**src/rtl/lsu_pkg.sv**
```systemverilog
// lsu_pkg: shared constants and helpers for the load/store unit.
// Latency: n/a (types, constants and a pure function only).
// Backpressure: n/a. Contents: funct3 codes, access-size codes, FSM state type.
package lsu_pkg;

  // RV32I load funct3 codes
  localparam logic [2:0] F3_LB  = 3'd0;
  localparam logic [2:0] F3_LH  = 3'd1;
  localparam logic [2:0] F3_LW  = 3'd2;
  localparam logic [2:0] F3_LBU = 3'd4;
  localparam logic [2:0] F3_LHU = 3'd5;
  // RV32I store funct3 codes
  localparam logic [2:0] F3_SB  = 3'd0;
  localparam logic [2:0] F3_SH  = 3'd1;
  localparam logic [2:0] F3_SW  = 3'd2;

  // funct3[1:0] encodes the access size for both loads and stores
  localparam logic [1:0] SZ_B = 2'd0;
  localparam logic [1:0] SZ_H = 2'd1;
  localparam logic [1:0] SZ_W = 2'd2;

  typedef enum logic [2:0] {
    ST_IDLE    = 3'd0,
    ST_RD      = 3'd1,
    ST_RD_WAIT = 3'd2,
    ST_WR      = 3'd3,
    ST_DONE    = 3'd4
  } state_t;

  // Encoding errors that exist regardless of address alignment.
  function automatic logic f3_illegal(input logic we, input logic [2:0] f3);
    if (we) return (f3 > F3_SW);
    return (f3 == 3'd3) || (f3 == 3'd6) || (f3 == 3'd7);
  endfunction

endpackage

```
**src/rtl/lsu_if.sv**
```systemverilog
// lsu_if: bundles the core-side request/response and memory-side signals.
// Latency: n/a (wiring only).
// Backpressure: req_valid/req_ready handshake; memory side has none (fixed timing).
// Modports: slave = the LSU itself, master = core plus memory environment.
interface lsu_if #(
  parameter int ADDR_W = 32,
  parameter int DATA_W = 32
);
  logic              req_valid;
  logic              req_ready;
  logic              req_we;
  logic [2:0]        req_funct3;
  logic [ADDR_W-1:0] req_addr;
  logic [DATA_W-1:0] req_wdata;
  logic              rsp_valid;
  logic [DATA_W-1:0] rsp_rdata;
  logic              rsp_err;
  logic [ADDR_W-1:0] mem_addr;
  logic [DATA_W-1:0] mem_wdata;
  logic              mem_rw;
  logic [DATA_W-1:0] mem_rdata;

  modport slave (
    input  req_valid, req_we, req_funct3, req_addr, req_wdata, mem_rdata,
    output req_ready, rsp_valid, rsp_rdata, rsp_err, mem_addr, mem_wdata, mem_rw
  );

  modport master (
    output req_valid, req_we, req_funct3, req_addr, req_wdata, mem_rdata,
    input  req_ready, rsp_valid, rsp_rdata, rsp_err, mem_addr, mem_wdata, mem_rw
  );
endinterface

```
**src/rtl/lsu_align.sv**
```systemverilog
// lsu_align: lane extraction with sign/zero extension, and sub-word store merge.
// Latency: combinational.
// Backpressure: none.
// Ports: funct3, lane (addr[1:0]), word (memory word), wdata (store data)
//        -> load_val (extended load result), merged (word to write back).
module lsu_align
  import lsu_pkg::*;
(
  input  logic [2:0]  funct3,
  input  logic [1:0]  lane,
  input  logic [31:0] word,
  input  logic [31:0] wdata,
  output logic [31:0] load_val,
  output logic [31:0] merged
);

  logic [7:0]  byte_sel;
  logic [15:0] half_sel;
  logic        sext;

  always_comb begin
    byte_sel = word[7:0];
    case (lane)
      2'd1:    byte_sel = word[15:8];
      2'd2:    byte_sel = word[23:16];
      2'd3:    byte_sel = word[31:24];
      default: byte_sel = word[7:0];
    endcase
    // Only addr[1] picks a halfword; addr[0] is ignored when alignment is not enforced.
    half_sel = lane[1] ? word[31:16] : word[15:0];
    // funct3[2] marks the unsigned load variants
    sext = ~funct3[2];

    load_val = word;
    merged   = wdata;
    case (funct3[1:0])
      SZ_B: begin
        load_val = {{24{sext & byte_sel[7]}}, byte_sel};
        merged   = word;
        case (lane)
          2'd1:    merged[15:8]  = wdata[7:0];
          2'd2:    merged[23:16] = wdata[7:0];
          2'd3:    merged[31:24] = wdata[7:0];
          default: merged[7:0]   = wdata[7:0];
        endcase
      end
      SZ_H: begin
        load_val = {{16{sext & half_sel[15]}}, half_sel};
        merged   = word;
        if (lane[1]) merged[31:16] = wdata[15:0];
        else         merged[15:0]  = wdata[15:0];
      end
      default: begin
        load_val = word;
        merged   = wdata;
      end
    endcase
  end

endmodule

```
**src/rtl/lsu.sv**
```systemverilog
// lsu: RV32I load/store unit in front of a single-port word memory without byte enables.
// Latency (accept edge to rsp_valid): load 3, SW 2, SB/SH 4 (read-modify-write), error 1.
// Backpressure: req_ready only in IDLE; one request in flight; rsp is a 1-cycle pulse.
// Ports: clk, resetn (async active-low), bus (lsu_if.slave: req_*, rsp_*, mem_*).
// Build option: define LSU_MISALIGN_CHECK_EN to flag misaligned LH/LHU/SH/LW/SW as errors;
// without it the low address bits below the access size are ignored.
// Only DATA_W = 32 is supported.
module lsu
  import lsu_pkg::*;
#(
  parameter int ADDR_W = 32,
  parameter int DATA_W = 32
)(
  input  logic  clk,
  input  logic  resetn,
  lsu_if.slave  bus
);

  state_t            state, state_nxt;
  logic              we_q;
  logic [2:0]        f3_q;
  logic [ADDR_W-1:0] addr_q;
  logic [DATA_W-1:0] wdata_q;
  logic [DATA_W-1:0] merge_q;
  logic [DATA_W-1:0] rdata_q;
  logic              err_q;

  logic              accept;
  logic              mis;
  logic              req_err;
  logic [31:0]       load_val;
  logic [31:0]       merged;

  assign accept = bus.req_valid && (state == ST_IDLE);

`ifdef LSU_MISALIGN_CHECK_EN
  assign mis = ((bus.req_funct3[1:0] == SZ_H) && bus.req_addr[0]) ||
               ((bus.req_funct3[1:0] == SZ_W) && (bus.req_addr[1:0] != 2'b00));
`else
  assign mis = 1'b0;
`endif

  assign req_err = f3_illegal(bus.req_we, bus.req_funct3) || mis;

  // One aligner serves both directions: load_val for loads, merged for SB/SH.
  lsu_align u_align (
    .funct3   (f3_q),
    .lane     (addr_q[1:0]),
    .word     (bus.mem_rdata),
    .wdata    (wdata_q),
    .load_val (load_val),
    .merged   (merged)
  );

  always_ff @(posedge clk or negedge resetn) begin
    if (!resetn) state <= ST_IDLE;
    else         state <= state_nxt;
  end

  always_comb begin
    state_nxt = state;
    case (state)
      ST_IDLE: begin
        if (accept) begin
          if (req_err)                                  state_nxt = ST_DONE;
          else if (bus.req_we && bus.req_funct3 == F3_SW) state_nxt = ST_WR;
          else                                          state_nxt = ST_RD;
        end
      end
      ST_RD:      state_nxt = ST_RD_WAIT;
      ST_RD_WAIT: state_nxt = we_q ? ST_WR : ST_DONE;
      ST_WR:      state_nxt = ST_DONE;
      ST_DONE:    state_nxt = ST_IDLE;
      default:    state_nxt = ST_IDLE;
    endcase
  end

  always_ff @(posedge clk or negedge resetn) begin
    if (!resetn) begin
      we_q    <= 1'b0;
      f3_q    <= 3'd0;
      addr_q  <= '0;
      wdata_q <= '0;
      merge_q <= '0;
      rdata_q <= '0;
      err_q   <= 1'b0;
    end else begin
      if (accept) begin
        we_q    <= bus.req_we;
        f3_q    <= bus.req_funct3;
        addr_q  <= bus.req_addr;
        wdata_q <= bus.req_wdata;
        err_q   <= req_err;
        // Full-word stores write the store data as-is; sub-word merges overwrite this later.
        merge_q <= bus.req_wdata;
      end
      if (state == ST_RD_WAIT) begin
        if (we_q) merge_q <= merged;
        else      rdata_q <= load_val;
      end
    end
  end

  // Memory side is driven purely from state and latched request fields.
  assign bus.mem_addr  = {addr_q[ADDR_W-1:2], 2'b00};
  assign bus.mem_wdata = merge_q;
  assign bus.mem_rw    = (state != ST_WR);

  assign bus.req_ready = (state == ST_IDLE);
  assign bus.rsp_valid = (state == ST_DONE);
  assign bus.rsp_err   = (state == ST_DONE) && err_q;
  assign bus.rsp_rdata = rdata_q;

endmodule

```
**src/flat_wrapper.sv**
```systemverilog
// flat-port wrapper written by rule: the top's interface ports become plain ports
module lsu_flat import lsu_pkg::*;
#(
  parameter int ADDR_W = 32,
  parameter int DATA_W = 32
)
  (clk, resetn, bus_req_valid, bus_req_we, bus_req_funct3, bus_req_addr, bus_req_wdata, bus_mem_rdata, bus_req_ready, bus_rsp_valid, bus_rsp_rdata, bus_rsp_err, bus_mem_addr, bus_mem_wdata, bus_mem_rw);
  lsu_if #(.ADDR_W(ADDR_W), .DATA_W(DATA_W)) bus_i ();
  input  logic clk;
  input  logic resetn;
  input wire logic [$bits(bus_i.req_valid)-1:0] bus_req_valid;
  input wire logic [$bits(bus_i.req_we)-1:0] bus_req_we;
  input wire logic [$bits(bus_i.req_funct3)-1:0] bus_req_funct3;
  input wire logic [$bits(bus_i.req_addr)-1:0] bus_req_addr;
  input wire logic [$bits(bus_i.req_wdata)-1:0] bus_req_wdata;
  input wire logic [$bits(bus_i.mem_rdata)-1:0] bus_mem_rdata;
  output wire logic [$bits(bus_i.req_ready)-1:0] bus_req_ready;
  output wire logic [$bits(bus_i.rsp_valid)-1:0] bus_rsp_valid;
  output wire logic [$bits(bus_i.rsp_rdata)-1:0] bus_rsp_rdata;
  output wire logic [$bits(bus_i.rsp_err)-1:0] bus_rsp_err;
  output wire logic [$bits(bus_i.mem_addr)-1:0] bus_mem_addr;
  output wire logic [$bits(bus_i.mem_wdata)-1:0] bus_mem_wdata;
  output wire logic [$bits(bus_i.mem_rw)-1:0] bus_mem_rw;
  assign bus_i.req_valid = bus_req_valid;
  assign bus_i.req_we = bus_req_we;
  assign bus_i.req_funct3 = bus_req_funct3;
  assign bus_i.req_addr = bus_req_addr;
  assign bus_i.req_wdata = bus_req_wdata;
  assign bus_i.mem_rdata = bus_mem_rdata;
  assign bus_req_ready = bus_i.req_ready;
  assign bus_rsp_valid = bus_i.rsp_valid;
  assign bus_rsp_rdata = bus_i.rsp_rdata;
  assign bus_rsp_err = bus_i.rsp_err;
  assign bus_mem_addr = bus_i.mem_addr;
  assign bus_mem_wdata = bus_i.mem_wdata;
  assign bus_mem_rw = bus_i.mem_rw;
  lsu #(.ADDR_W(ADDR_W), .DATA_W(DATA_W)) u_core (.clk(clk), .resetn(resetn), .bus(bus_i));
endmodule
```
**config.mk**
```make
export PLATFORM = sky130hd
export DESIGN_NAME = lsu_flat
export DESIGN_NICKNAME = d
export VERILOG_FILES = /design/src/rtl/lsu_pkg.sv /design/src/rtl/lsu_if.sv /design/src/rtl/lsu_align.sv /design/src/rtl/lsu.sv /design/src/flat_wrapper.sv
export SDC_FILE = /design/constraint.sdc
export NUM_CORES = 1
export LEC_CHECK = 0
export CORE_MARGIN = 1
export CORE_UTILIZATION = 48
export DETAILED_ROUTE_END_ITERATION = 12
export PLACE_DENSITY = 0.81
export SKIP_CTS_REPAIR_TIMING = 1
export SYNTH_ARGS = -nofsm -noshare
export SYNTH_HDL_FRONTEND = slang
export SYNTH_SLANG_ARGS = --single-unit
```
**constraint.sdc**
```tcl
create_clock -name clk -period 2.4 [get_ports clk]
set_clock_uncertainty 0.15 [all_clocks]
set_input_delay 0.24 -clock clk [delete_from_list [all_inputs] [get_ports clk]]
set_output_delay 0.24 -clock clk [all_outputs]
set_load 0.01 [all_outputs]
```
==> results.toml <==
[power_and_ir_drop]
ir_worst_vdd_uv = 651
p_leak_nw = 4.25
finalPower_mw = 13.7
power.density_mw_per_mm2 = 1410

[timing]
setup_tns_ns = 0
rsz0062_at_grt = "false"
final_hold_viol_count = 0
setup_ws_ns = 0.110
fmax_mhz = 437
worst_pin_slew_ns = 0.543
period_needed_ns = 2.29
finalCritPeriodShare_pct = 95.4
whs_ns = 0.142
slew-limit-headroom_pct = 63.7
setup_viol = 0
final_max_slew_viol_count = 0

[finish]
most-common-layout-cells = "nand2_1 (239), clkdlybuf4s50_1 (199), dfrtp_1 (135), a21oi_1 (65), a32oi_1 (32)"
stdcell_count = 1122
final_common_cell = "nand2_1"
fin_area_mm2 = 0.00970
nets = 1034
drive_above_1_share_pct = 10.8
area_growth_pct = 37.3
regArea_mm2 = 0.00340
finish.utilization_pct = 68.8
nFillCells = 1086
n_antenna_cell = 0
multiInputGateArea_mm2 = 0.00321

[cts]
cts_root_buf = "clkbuf_16"
clk_path_buf_depth = 2
clkTransAtPathRegs_ns = 0.06
cts_tree = "done"
clock_sinks = 136
numCtsBuffers = 17
clock_latency_ns = 0.42
htree_levels = 4

[critical_path]
crit_required_ns = 2.01
cp-start-kind = "flip-flop"
crit_type = "flip-flop to output pin"
reg2reg_to = "u_core.bus.mem_wdata[22]"
reg2reg_slack_ns = 0.34
regToRegStartpoint = "u_core.addr_q[1]"
cp_max_fo = 11
cp.arrival_ns = 1.90
cp-end-kind = "output pin"
r2r_cells = 5

[global_routing]
grt_first_pass_wirelength_mm = 33.3
grt_overflow = 0
grt_start_max_net_pins = 71
grt_usage_pct = 29.2
antenna_found_initial = 0
grt_pass1_vias = 6302

[floorplanning]
die_x_um = 123
io_pins = 203
rows = 43
fp.dieArea_mm2 = 0.0152
start_util_pct = 50.1
die_height_um = 123
core_mm2 = 0.0141

[synthesis]
ys_seq_area_share_pct = 48.2
syn_inst = 769
ys.warnings.count = 0
ys_ff_latch = 136
synth-compound-area-share_pct = 20.0
synthAdderAreaFrac_pct = 0
synth_edf_count = 0
synthSimpleGateAreaFrac_pct = 18.9
synth.distinct_cells = 48
synth_top_family_by_area = "compound AO/OA/AOI/OAI gates"
ys.flop_type = "dfrtp_1"
synthMuxAreaShare_pct = 5.99
synth-xor-area-share_pct = 0
avgSynthCellArea_um2 = 9.19
netlist_area_mm2 = 0.00707
async_flop_share_pct = 100

[place]
port_buffers = 200
place_area_mm2 = 0.00910
hpwl_mm = 14.5
gp_congestion = 0.892
place_inst = 1091
pre_cts_ws_ns = 0.304

[status]
status = "finished clean"

[route]
routed_via_density = 5.81
drt-wirelength-per-cell_um = 18.8
antenna_left = 0
drc = 0
drt-initial-drc-count = 693
wl_mm = 21.1
num_vias = 6524
first_pass_iters = 5

[min_path]
hp-class = "input port to asynchronous set/reset pin"

[flow_run]
drv_cap = 0
worst max path at each step:
stage                               endpoint  slack (ns)              start
global placement    u_core.bus.rsp_rdata[20]        0.31  bus_mem_rdata[15]
floorplan            u_core.bus.mem_wdata[0]        0.46    u_core.state[1]
CTS                            bus_req_ready       -0.01    u_core.state[1]
global route                   bus_req_ready        0.03    u_core.state[1]
finish                         bus_req_ready        0.11    u_core.state[1]
detailed placement  u_core.bus.rsp_rdata[16]        0.30  bus_mem_rdata[15]
worst max-delay path, stage by stage, from the launching register on:
cell and delay (ns):
dfrtp_1 0.53, nor3_2 0.34, clkdlybuf4s50_1 0.60
registers in the layout (all words and copies together), names as in the netlist:
| register | count |
|---|---|
| u_core.bus.mem_wdata | 32 |
| u_core.bus.rsp_rdata | 32 |
| u_core.err_q | 1 |
| u_core.f3_q | 3 |
| u_core.state | 3 |
| u_core.we_q | 1 |
| u_core.addr_q | 32 |
| u_core.wdata_q | 32 |
synth_stat cells (10+ instances only):
cell	n	share of area, %
clkbuf_1	32	1.7
buf_2	14	0.99
a22oi_1	16	1.7
a21oi_1	65	4.6
a21oi_4	10	2.3
o21ai_0	13	0.92
nor2b_1	10	0.89
dfrtp_1	136	48
a32oi_1	32	4.0
buf_4	33	3.5
nor2_1	25	1.3
mux2i_1	13	1.8
a211oi_1	10	1.1
nand2_1	240	13
mux2_2	26	4.1
routing by layer:
| metal | part of all wire (%) | track usage (%) | wire length (um) | vias up |
|---|---|---|---|---|
| li1 | - | - | - | 2960 |
| met1 | 40 | 37.8 | 8460 | 3144 |
| met2 | 48 | 46.2 | 10200 | 367 |
| met3 | 8.8 | 7.56 | 1870 | 53 |
| met4 | 3.0 | 12.9 | 627 | 0 |
| met5 | 0 | 0 | 0 | - |
area by class of cell:
cell class / count / area share [%]
Multi-Input combinational cell: 548 / 33.1
Sequential cell: 136 / 35.1
Timing Repair Buffer: 225 / 23.4
Clock buffer: 20 / 4.71
Inverter: 3 / 0.116
Tap cell: 180 / 2.32
Clock inverter: 10 / 1.32
power breakdown:
group,leakage [nW],switching (mW),internal (mW),total [mW]
logic,2.31,3.39,3.26,6.65
clock network,0.291,0.972,1.66,2.63
registers,1.65,0.992,3.45,4.44
total,4.25,5.35,8.37,13.7
kinds of logic (layout without fill, tap and decap cells):
kind of cell	count (synthesis)	in the layout
simple gates	311	311
compound gates	196	196
flops	136	136
buf+inv	86	258
mux	39	39
other cells	1	2
Note: power is estimated with default switching activity, not from simulation.
